--- config.mk ---
export PLATFORM = sky130hd
export DESIGN_NAME = chan_frame_deserializer_flat
export DESIGN_NICKNAME = d
export VERILOG_FILES = /design/src/rtl/chan_frame_deserializer_if.sv /design/src/rtl/chan_frame_deserializer.sv /design/src/flat_wrapper.sv
export SDC_FILE = /design/constraint.sdc
export NUM_CORES = 1
export LEC_CHECK = 0
export ABC_AREA = 1
export CAP_MARGIN = 30
export CORE_MARGIN = 4
export CORE_UTILIZATION = 50
export CTS_CLUSTER_DIAMETER = 60
export CTS_CLUSTER_SIZE = 14
export DETAILED_ROUTE_END_ITERATION = 7
export GPL_TIMING_DRIVEN = 1
export PLACE_DENSITY = 0.69
export SLEW_MARGIN = 10
export SYNTH_ARGS = -nofsm -noshare
export SYNTH_HDL_FRONTEND = slang
export SYNTH_SLANG_ARGS = --single-unit
--- constraint.sdc ---
create_clock -name clk -period 7.4 [get_ports clk]
set_input_delay 2.22 -clock clk [delete_from_list [all_inputs] [get_ports clk]]
set_output_delay 2.22 -clock clk [all_outputs]
set_load 0.01 [all_outputs]
--- src/rtl/chan_frame_deserializer_if.sv ---
// Byte stream leaving the frame deserializer: one registered slot, valid/ready handshake,
// tagged with the index of the serial channel the byte arrived on.
interface chan_frame_deserializer_if #(
  parameter int DATA_BITS = 8,
  parameter int CH_W      = 3
);
  logic                 out_valid;
  logic                 out_ready;
  logic [DATA_BITS-1:0] out_data;
  logic [CH_W-1:0]      out_chan;

  modport master (
    output out_valid,
    output out_data,
    output out_chan,
    input  out_ready
  );

  modport slave (
    input  out_valid,
    input  out_data,
    input  out_chan,
    output out_ready
  );
endinterface

--- src/rtl/chan_frame_deserializer.sv ---
// Frames NUM_CH independent start/data/stop serial lines into bytes and merges them
// round-robin onto one tagged valid/ready stream, with framing-error and overrun status.
module chan_frame_deserializer #(
  parameter int NUM_CH    = 7,
  parameter int DATA_BITS = 8,
  parameter int CH_W      = 3,
  parameter int ERR_CNT_W = 8
) (
  input  logic                  clk,
  input  logic                  reset,
  input  logic [NUM_CH-1:0]     serial_in,
  chan_frame_deserializer_if.master out_if,
  input  logic                  clear_flags,
  output logic [ERR_CNT_W-1:0]  frame_err_cnt,
  output logic [NUM_CH-1:0]     overrun
);

  localparam int CNT_W = (DATA_BITS > 1) ? $clog2(DATA_BITS) : 1;
  localparam int SUM_W = $clog2(NUM_CH + 1);
  localparam logic [CNT_W-1:0]     LAST_BIT = CNT_W'(DATA_BITS - 1);
  localparam logic [CH_W-1:0]      LAST_CH  = CH_W'(NUM_CH - 1);
  localparam logic [CH_W:0]        NUM_CH_W = (CH_W + 1)'(NUM_CH);
  localparam logic [ERR_CNT_W-1:0] ERR_MAX  = {ERR_CNT_W{1'b1}};

  typedef enum logic [1:0] {
    ST_BREAK = 2'd0,
    ST_IDLE  = 2'd1,
    ST_DATA  = 2'd2,
    ST_STOP  = 2'd3
  } ch_state_t;

  ch_state_t            state_r   [NUM_CH];
  logic [CNT_W-1:0]     bit_cnt_r [NUM_CH];
  logic [DATA_BITS-1:0] shift_r   [NUM_CH];
  logic [DATA_BITS-1:0] hold_r    [NUM_CH];
  logic [NUM_CH-1:0]    pending_r;
  logic [NUM_CH-1:0]    overrun_r;
  logic [ERR_CNT_W-1:0] err_cnt_r;
  logic                 out_valid_r;
  logic [DATA_BITS-1:0] out_data_r;
  logic [CH_W-1:0]      out_chan_r;
  logic [CH_W-1:0]      rr_ptr_r;

  logic [NUM_CH-1:0]    done_s;
  logic [NUM_CH-1:0]    ferr_s;
  logic                 load_s;
  logic                 grant_found_s;
  logic [CH_W-1:0]      grant_s;
  logic [CH_W:0]        scan_sum_s;
  logic [CH_W:0]        scan_idx_s;
  logic                 scan_hit_s;
  logic [NUM_CH-1:0]    drain_s;
  logic [NUM_CH-1:0]    store_s;
  logic [NUM_CH-1:0]    ovr_evt_s;
  logic [SUM_W-1:0]     err_sum_s;
  logic [ERR_CNT_W:0]   err_next_s;

  // Per-channel framer; BREAK holds off start detection until the line has been seen idle.
  always_ff @(posedge clk or posedge reset) begin
    if (reset) begin
      for (int c = 0; c < NUM_CH; c++) begin
        state_r[c]   <= ST_BREAK;
        bit_cnt_r[c] <= '0;
        shift_r[c]   <= '0;
      end
    end else begin
      for (int c = 0; c < NUM_CH; c++) begin
        case (state_r[c])
          ST_BREAK: begin
            if (serial_in[c]) begin
              state_r[c] <= ST_IDLE;
            end
          end
          ST_IDLE: begin
            if (!serial_in[c]) begin
              state_r[c]   <= ST_DATA;
              bit_cnt_r[c] <= '0;
            end
          end
          ST_DATA: begin
            shift_r[c][bit_cnt_r[c]] <= serial_in[c];
            if (bit_cnt_r[c] == LAST_BIT) begin
              state_r[c] <= ST_STOP;
            end else begin
              bit_cnt_r[c] <= bit_cnt_r[c] + CNT_W'(1);
            end
          end
          ST_STOP: begin
            state_r[c] <= serial_in[c] ? ST_IDLE : ST_BREAK;
          end
          default: begin
            state_r[c] <= ST_BREAK;
          end
        endcase
      end
    end
  end

  // Stop-bit decode: a high stop bit completes the byte, a low one is a framing error.
  always_comb begin
    done_s = '0;
    ferr_s = '0;
    for (int c = 0; c < NUM_CH; c++) begin
      if (state_r[c] == ST_STOP) begin
        done_s[c] = serial_in[c];
        ferr_s[c] = !serial_in[c];
      end else begin
        done_s[c] = 1'b0;
        ferr_s[c] = 1'b0;
      end
    end
  end

  // Round-robin search for the first pending channel at or after rr_ptr, wrapping at NUM_CH.
  always_comb begin
    load_s        = !out_valid_r || out_if.out_ready;
    grant_found_s = 1'b0;
    grant_s       = '0;
    scan_sum_s    = '0;
    scan_idx_s    = '0;
    scan_hit_s    = 1'b0;
    for (int i = 0; i < NUM_CH; i++) begin
      scan_sum_s    = {1'b0, rr_ptr_r} + (CH_W + 1)'(i);
      scan_idx_s    = (scan_sum_s >= NUM_CH_W) ? (scan_sum_s - NUM_CH_W) : scan_sum_s;
      scan_hit_s    = !grant_found_s && pending_r[scan_idx_s[CH_W-1:0]];
      grant_s       = scan_hit_s ? scan_idx_s[CH_W-1:0] : grant_s;
      grant_found_s = grant_found_s | scan_hit_s;
    end
  end

  // A draining channel frees its holding register in time to accept a byte completing on the same edge.
  always_comb begin
    if (load_s && grant_found_s) begin
      drain_s = {{(NUM_CH - 1){1'b0}}, 1'b1} << grant_s;
    end else begin
      drain_s = '0;
    end
    store_s   = done_s & (~pending_r | drain_s);
    ovr_evt_s = done_s & pending_r & ~drain_s;
  end

  // Count of framing errors this cycle and the saturated running total.
  always_comb begin
    err_sum_s = '0;
    for (int c = 0; c < NUM_CH; c++) begin
      err_sum_s = err_sum_s + SUM_W'(ferr_s[c]);
    end
    err_next_s = {1'b0, err_cnt_r} + (ERR_CNT_W + 1)'(err_sum_s);
  end

  // Holding registers and the single output slot.
  always_ff @(posedge clk or posedge reset) begin
    if (reset) begin
      pending_r   <= '0;
      out_valid_r <= 1'b0;
      out_data_r  <= '0;
      out_chan_r  <= '0;
      rr_ptr_r    <= '0;
      for (int c = 0; c < NUM_CH; c++) begin
        hold_r[c] <= '0;
      end
    end else begin
      pending_r <= (pending_r & ~drain_s) | store_s;
      for (int c = 0; c < NUM_CH; c++) begin
        if (store_s[c]) begin
          hold_r[c] <= shift_r[c];
        end
      end
      if (load_s) begin
        if (grant_found_s) begin
          out_valid_r <= 1'b1;
          out_data_r  <= hold_r[grant_s];
          out_chan_r  <= grant_s;
          rr_ptr_r    <= (grant_s == LAST_CH) ? '0 : (grant_s + CH_W'(1));
        end else begin
          out_valid_r <= 1'b0;
        end
      end
    end
  end

  // Status: clear_flags wins over any event arriving in the same cycle.
  always_ff @(posedge clk or posedge reset) begin
    if (reset) begin
      err_cnt_r <= '0;
      overrun_r <= '0;
    end else if (clear_flags) begin
      err_cnt_r <= '0;
      overrun_r <= '0;
    end else begin
      err_cnt_r <= err_next_s[ERR_CNT_W] ? ERR_MAX : err_next_s[ERR_CNT_W-1:0];
      overrun_r <= overrun_r | ovr_evt_s;
    end
  end

  assign out_if.out_valid = out_valid_r;
  assign out_if.out_data  = out_data_r;
  assign out_if.out_chan  = out_chan_r;
  assign frame_err_cnt    = err_cnt_r;
  assign overrun          = overrun_r;

endmodule

--- src/flat_wrapper.sv ---
// flat-port wrapper written by rule: the top's interface ports become plain ports
module chan_frame_deserializer_flat 
#(
  parameter int NUM_CH    = 7,
  parameter int DATA_BITS = 8,
  parameter int CH_W      = 3,
  parameter int ERR_CNT_W = 8
)
  (clk, reset, serial_in, clear_flags, frame_err_cnt, overrun, out_if_out_valid, out_if_out_data, out_if_out_chan, out_if_out_ready);
  chan_frame_deserializer_if #(.DATA_BITS(DATA_BITS), .CH_W(CH_W)) out_if_i ();
  input  logic clk;
  input  logic reset;
  input  logic [NUM_CH-1:0] serial_in;
  input  logic clear_flags;
  output logic [ERR_CNT_W-1:0] frame_err_cnt;
  output logic [NUM_CH-1:0] overrun;
  output wire logic [$bits(out_if_i.out_valid)-1:0] out_if_out_valid;
  output wire logic [$bits(out_if_i.out_data)-1:0] out_if_out_data;
  output wire logic [$bits(out_if_i.out_chan)-1:0] out_if_out_chan;
  input wire logic [$bits(out_if_i.out_ready)-1:0] out_if_out_ready;
  assign out_if_out_valid = out_if_i.out_valid;
  assign out_if_out_data = out_if_i.out_data;
  assign out_if_out_chan = out_if_i.out_chan;
  assign out_if_i.out_ready = out_if_out_ready;
  chan_frame_deserializer #(.NUM_CH(NUM_CH), .DATA_BITS(DATA_BITS), .CH_W(CH_W), .ERR_CNT_W(ERR_CNT_W)) u_core (.clk(clk), .reset(reset), .serial_in(serial_in), .out_if(out_if_i), .clear_flags(clear_flags), .frame_err_cnt(frame_err_cnt), .overrun(overrun));
endmodule
==> results by group, run 1 <==
Clock tree
  • Post-cts resize count: 0
  • Setup bufs post-CTS: 0
  • H-tree depth: 4
  • Clk_lat worst skew: around 0.44 ns
  • Root Driver: clkbuf_16
  • Hold Buf Count CTS: 0
  • # clock sinks: 184
  • Worst-case clock buffer depth: 2
  • Worst-path clk slew: ~0.08 ns
  • CTS tree: built
  • CTS buffer count: 17

Synth
  • Synth Instances: around 1400
  • Yosys warns: 0
  • Complex-gate fraction of the synthesized area: 9.824%
  • Synth Area in Adders: 8.858%
  • Syn_area_per_cell: just under 8 µm²
  • Synthesized area: 0.01088 mm²
  • Mapped Nets: 1476
  • Sequential share of the synthesized area: 42.33%
  • Synth cell types: 41
  • Mux share of post-synthesis cell area: 0%
  • Largest family of logic cells by synthesized area: simple AND/OR/NAND/NOR gates
  • #FFs+latches synth: 184
  • Synth Area in Simple Gates: 32.66%
  • Synth Area in XOR/XNOR: 0.1610%

Critical path
  • Crit Path Max Fanout: 6
  • Worst-path cell chain: clkdlybuf4s50_1, nor2_1, ha_1, inv_1, fa_1, fa_1, inv_1, ha_1, inv_1, fa_1, fa_1, or2_2, a21oi_1, nand3_1, nor2_1, nand2_1, o21ai_0, o21ai_0, inv_1
  • Critical path required time: 7.79 ns
  • Highest cell delay on the worst timing path: 0.56 ns
  • CP max stage cell: fa_1
  • Critical path class: in2reg
  • Arr. time, crit path: 6.70 ns
  • Crit. End Element: flop
  • Worst setup SP type: input pin

Layout
  • Most frequent cells in the layout: nand2_1, dfrtp_1, nand3_1
  • N_diodes: 0
  • Post-Layout Cell Count: 1716
  • Layout area overhead: 11.32%
  • Fin nets: 1513
  • Commonest non-fill, non-tap cell in the layout: nand2_1
  • Share of final-layout standard cells stronger than drive strength 1: approximately 8%

Placed design
  • Post-placement cell count: between 1500 and 2000
  • Detail Placement HPWL: 18.69 mm
  • Port bufs: 37
  • GPL Wtd Cong: 0.9371

Hold path
  • Hold Crit Class: reg2reg

Die
  • Die area: approximately 0.024 mm²
  • Row count: 53
  • Initial Util: 51.26%
  • # IOs: 38
  • Die H: ~160 µm
  • Die Wd: 155.5 µm
  • Core area: between 0.02 and 0.025 mm²

STA
  • Clock skew: 0.01348 ns
  • Worst-Margin Slew: 1.008 ns
  • Fmax: 158.3 MHz
  • Min Tclk post-route: roughly 6.3 ns
  • Slew Limit Fails: 0
  • Slew headroom: 32.60%
  • Final worst-path cycle share: 85.35%
  • Fin. Hold Viols: 0
  • Final setup vio count: 0
  • Unrepaired setup endpoints after global routing: false
  • Final setup TNS: 0 ns

Routing
  • Drt drc: 0
  • WL/cell: 14.89 µm
  • Drt pass-1 iters: 7
  • Wirelength, routed: around 26 mm
  • Vias: 9202
  • Detail Route Antenna Nets: 0
  • Iter 0 DRT Violations: 790
  • Via density: 5.362

Global route
  • GRT overflow: 0
  • Largest net degree at the start of global routing: approximately 190
  • Initial antenna violation count: 0
  • Vias in the first global route: 8470
  • First-pass GRT wire length: 42.57 mm
  • All-Layer GR Usage: 21.83%

Status
  • Status: finished, final reports clean

Run
  • Max-cap viol count: 0
==> flip-flops by register name, indices dropped and copies added, names as in the netlist <==
signal                   count
u_core.state_r              14
u_core.hold_r               56
u_core.out_if.out_data       8
u_core.rr_ptr_r              3
u_core.bit_cnt_r            21
u_core.out_if.out_chan       3
u_core.out_if.out_valid      1
u_core.frame_err_cnt         8
u_core.shift_r              56
u_core.pending_r             7
u_core.overrun               7
==> cell usage after synthesis (all sizes together) <==
library cell	instances	share of area, %
nand2b	1	0.058
nor2	73	3.1
a21oi	77	3.6
nor3	10	0.46
nand2	479	18
inv	132	4.7
a31oi	44	2.5
clkbuf	10	0.35
a211oi	1	0.069
clkinv	10	0.35
o21ai	68	3.3
nand3	195	9.6
nand4	7	0.40
o211ai	2	0.14
a21boi	1	0.069
fa	5	0.92
or2	8	0.46
buf	10	0.81
xor2	1	0.081
and2	2	0.14
dfrtp	184	42
ha	69	7.9
xnor2	1	0.081
o21a	1	0.069
==> routing by layer <==
layer / part of all wire (%) / up-vias / routed length [µm] / track usage [%]
li1: - / 4656 / - / -
met1: 47 / 4325 / 12090 / 31.23
met2: 46 / 187 / 11790 / 33.86
met3: 4.3 / 34 / 1100 / 4.006
met4: 2.2 / 0 / 573 / 6.878
met5: 0 / - / 0 / 0
==> cells by family after synthesis <==
logic type      Yosys count
simple gates            775
buf+inv                 162
compound gates          194
fa+ha+maj                74
flops                   184
xor+xnor                  2
==> metrics by stage <==
step / cell area, µm² / setup slack (ns) / utilization [%] / hold slack, ns
final: 12110 / 1.084 / 57.06 / 0.4791
after global routing: 12110 / 0.8297 / 57.06 / 0.4943
after CTS: 12110 / 1.113 / 57.06 / 0.4791
after detailed placement: 11490 / 0.6485 / 54.15 / 0.4622
after global placement: 11490 / 0.7408 / 54.15 / 0.4565
after floorplan: 10880 / 0.1796 / - / 0.4422
==> final timing paths <==
check                              startpoint                      end  slack, ns  cells after the start
hold reg to reg              u_core.hold_r[4]         u_core.hold_r[4]       0.48                      2
setup / recovery                 serial_in[1]  u_core.frame_err_cnt[5]       1.08                     19
setup reg to reg           u_core.rr_ptr_r[0]        u_core.hold_r[31]       2.61                     22
min in group asynchronous               reset      u_core.bit_cnt_r[3]       2.38                      3
hold / removal               u_core.hold_r[4]         u_core.hold_r[4]       0.48                      2
max in group asynchronous               reset       u_core.shift_r[31]       4.28                      3
==> critical path: cells and delay by family <==
kind / cells / cell delay [ns]
and+or+nand+nor: 5 / 0.86
buffers and inverters: 5 / 0.77
AOI/OAI and AO/OA: 3 / 0.42
adders and majority gates: 6 / 2.43
==> area by class of cell <==
class,count,area (µm²)
Multi-Input combinational cell,1045,5602
Fill cell,1960,9112
Timing Repair Buffer,38,390.4
Inverter,142,550.5
Sequential cell,184,4604
Clock buffer,17,425.4
Tap cell,275,344.1
Clock inverter,15,191.4
Power of run 1 is left out: the tool's default activity adds up to more than one toggle a clock period on the data nets, which glitch-free logic cannot reach.
==> run 2: changes to the inputs <==
- TNS_END_PERCENT: not set -> 10
==> results of run 2 <==
Final layout, timing and power as in run 1 (identical DEF).
Power of run 2 is left out for the same reason.
==> run 3: changes to the inputs <==
- CORE_MARGIN: 4 -> not set
- CTS_CLUSTER_DIAMETER: 60 -> 80
- PLACE_DENSITY: 0.69 -> 0.66
- clock period: 7.4 -> 5.9 ns (I/O delays scaled with it)
==> results by group, run 3 (synthesis gave the netlist of run 1 again) <==
Global route
  • First-pass GRT wire length: 42.58 mm (about the same)
  • Vias in the first global route: 8554 (+0.99%)
  • GRT overflow: 0 (unchanged)
  • All-Layer GR Usage: 24.32% (+2.5 points)
  • Largest net degree at the start of global routing: 140 (-24%)
  • Initial antenna violation count: 0 (unchanged)

Critical path
  • CP Launch Point: serial_in[1]
  • Crit. End Element: flop
  • R2R Path Start: u_core.rr_ptr_r[0]
  • Crit Path Max Fanout: 6 (unchanged)
  • Critical path required time: 6.27 ns (-1.52 ns)
  • Worst setup SP type: input pin
  • Critical path class: in2reg
  • Arr. time, crit path: 6.04 ns (-0.66 ns)

Routing
  • Via density: 5.276 (-1.6%)
  • Vias: 9122 (-0.87%)
  • Metal2 WL: 11.79 mm (about the same)
  • Wirelength, routed: 25.48 mm (-0.30%)
  • WL/cell: 14.74 µm (-1.1%)
  • Drt pass-1 iters: 5 (-2)
  • Wire length on met3: 894 µm (-19%)
  • Max Used Layer: met4
  • Iter 0 DRT Violations: 565 (-28%)
  • Drt drc: 0 (unchanged)
  • Detail Route Antenna Nets: 0 (unchanged)
  • WL met1: 12.22 mm (+1.1%)

Placed design
  • Port bufs: 37 (unchanged)
  • Detail Placement HPWL: 19.05 mm (+1.9%)
  • Pre-CTS setup slack: -0.2449 ns (-0.8934 ns)
  • GPL Wtd Cong: 0.8751 (-6.6%)

STA
  • Slew headroom: 41.79% (+9.2 points)
  • Clock skew: 0.01270 ns (-0.0007834 ns)
  • Slew Limit Fails: 0 (unchanged)
  • Final setup vio count: 0 (unchanged)
  • Final worst-path cycle share: between 90% and 100%
  • Min Tclk post-route: 5.671 ns
  • Fmax: 176.3 MHz
  • Final worst slack: 0.2290 ns (-0.8548 ns)
  • Fin. Hold Viols: 0 (unchanged)
  • Worst-Margin Slew: 0.8731 ns (-0.1347 ns)

Hold path
  • Hold Crit Class: reg2reg
  • Startpoint of the lowest-slack hold path: u_core.hold_r[11]

Run
  • Max-cap viol count: 0 (unchanged)

Clock tree
  • Clk_lat worst skew: 0.44 ns (about the same)
  • Root Driver: clkbuf_16
  • Worst-path clk slew: 0.07 ns (about the same)
  • Worst-case clock buffer depth: 2 (unchanged)
  • Setup bufs post-CTS: 0 (unchanged)
  • CTS tree: built
  • CTS buffer count: 17 (unchanged)
  • # clock sinks: 184 (unchanged)
  • Post-cts resize count: 0 (unchanged)
  • H-tree depth: 4 (unchanged)
  • Hold Buf Count CTS: 0 (unchanged)

Die
  • Die area: 0.02235 mm² (-7.6%)
  • Core area: 0.02115 mm² (-0.31%)
  • Row count: 53 (unchanged)
  • Die H: 149.5 µm (-3.9%)
  • Initial Util: 51.42% (+0.16 points)
  • Die Wd: 149.5 µm (-3.9%)
  • # IOs: 38 (unchanged)

Layout
  • Share of final-layout standard cells stronger than drive strength 1: 9.078% (+0.89 points)
  • Layout area overhead: 12.21%
  • Commonest non-fill, non-tap cell in the layout: nand2_1
  • Fin nets: 1526 (+0.86%)
  • Most frequent cells in the layout: nand2_1, dfrtp_1, nand3_1
  • Biggest regs: u_core.hold_r: 56 flops, u_core.shift_r: 56 flops, u_core.bit_cnt_r: 21 flops
  • N_diodes: 0 (unchanged)

Status
  • Status: finished, final reports clean
[run 3: cell count changes in the layout (fill, tap and decap cells not counted), sizes merged]
cell	previous run	this run
buf	1	14
bufinv	2	1
clkbuf	17	19
clkinvlp	4	1
inv	135	137
[run 3: layout make-up]
| class | count | area, µm² |
|---|---|---|
| Timing Repair Buffer | 51 | 495.5 |
| Fill cell | 1983 | 8950 |
| Sequential cell | 184 | 4604 |
| Tap cell | 275 | 344.1 |
| Clock inverter | 13 | 153.9 |
| Clock buffer | 19 | 452.9 |
| Inverter | 142 | 549.3 |
| Multi-Input combinational cell | 1045 | 5604 |
[run 3: metal layers]
metal	track usage, %	vias up
met2	38.73	164
met5	0	-
met1	33.41	4261
met4	7.806	0
met3	4.573	29
li1	-	4668
[run 3: metrics by stage]
step           util, %  std cells   TNS [ns]  hold slack [ns]  cell area [µm²]
2_1_floorplan        -       1391          0           0.4422            10880
3_3_place_gp     54.74       1696     -1.261           0.4582            11580
3_5_place_dp     54.81       1697     -1.382           0.4594            11590
4_1_cts          57.68       1729          0           0.4770            12200
5_1_grt          57.69       1729  -0.009753           0.4946            12200
6_report         57.69       1729          0           0.4757            12200
[run 3: worst max-delay path: stages]
cell and delay (ns):
clkdlybuf4s50_1 0.51, nor2_2 0.07, ha_1 0.27, inv_1 0.05, fa_1 0.52, fa_1 0.55, inv_1 0.04, ha_1 0.19
inv_1 0.07, fa_1 0.45, fa_1 0.42, or2_2 0.32, a21oi_1 0.21, nand3_1 0.12, nor2_1 0.10, nand2_1 0.14
o21ai_0 0.10, o21ai_0 0.09, inv_1 0.05
[run 3: worst paths after layout]
kind	end	slack, ns	cells past startpoint
setup / recovery	u_core.frame_err_cnt[3]	0.23	19
hold / removal	u_core.hold_r[11]	0.48	2
setup reg to reg	u_core.hold_r[30]	1.21	22
hold reg to reg	u_core.hold_r[11]	0.48	2
max in group asynchronous	u_core.out_if.out_data[0]	3.01	3
min in group asynchronous	u_core.shift_r[30]	1.74	2
Power of run 3 is left out for the same reason.
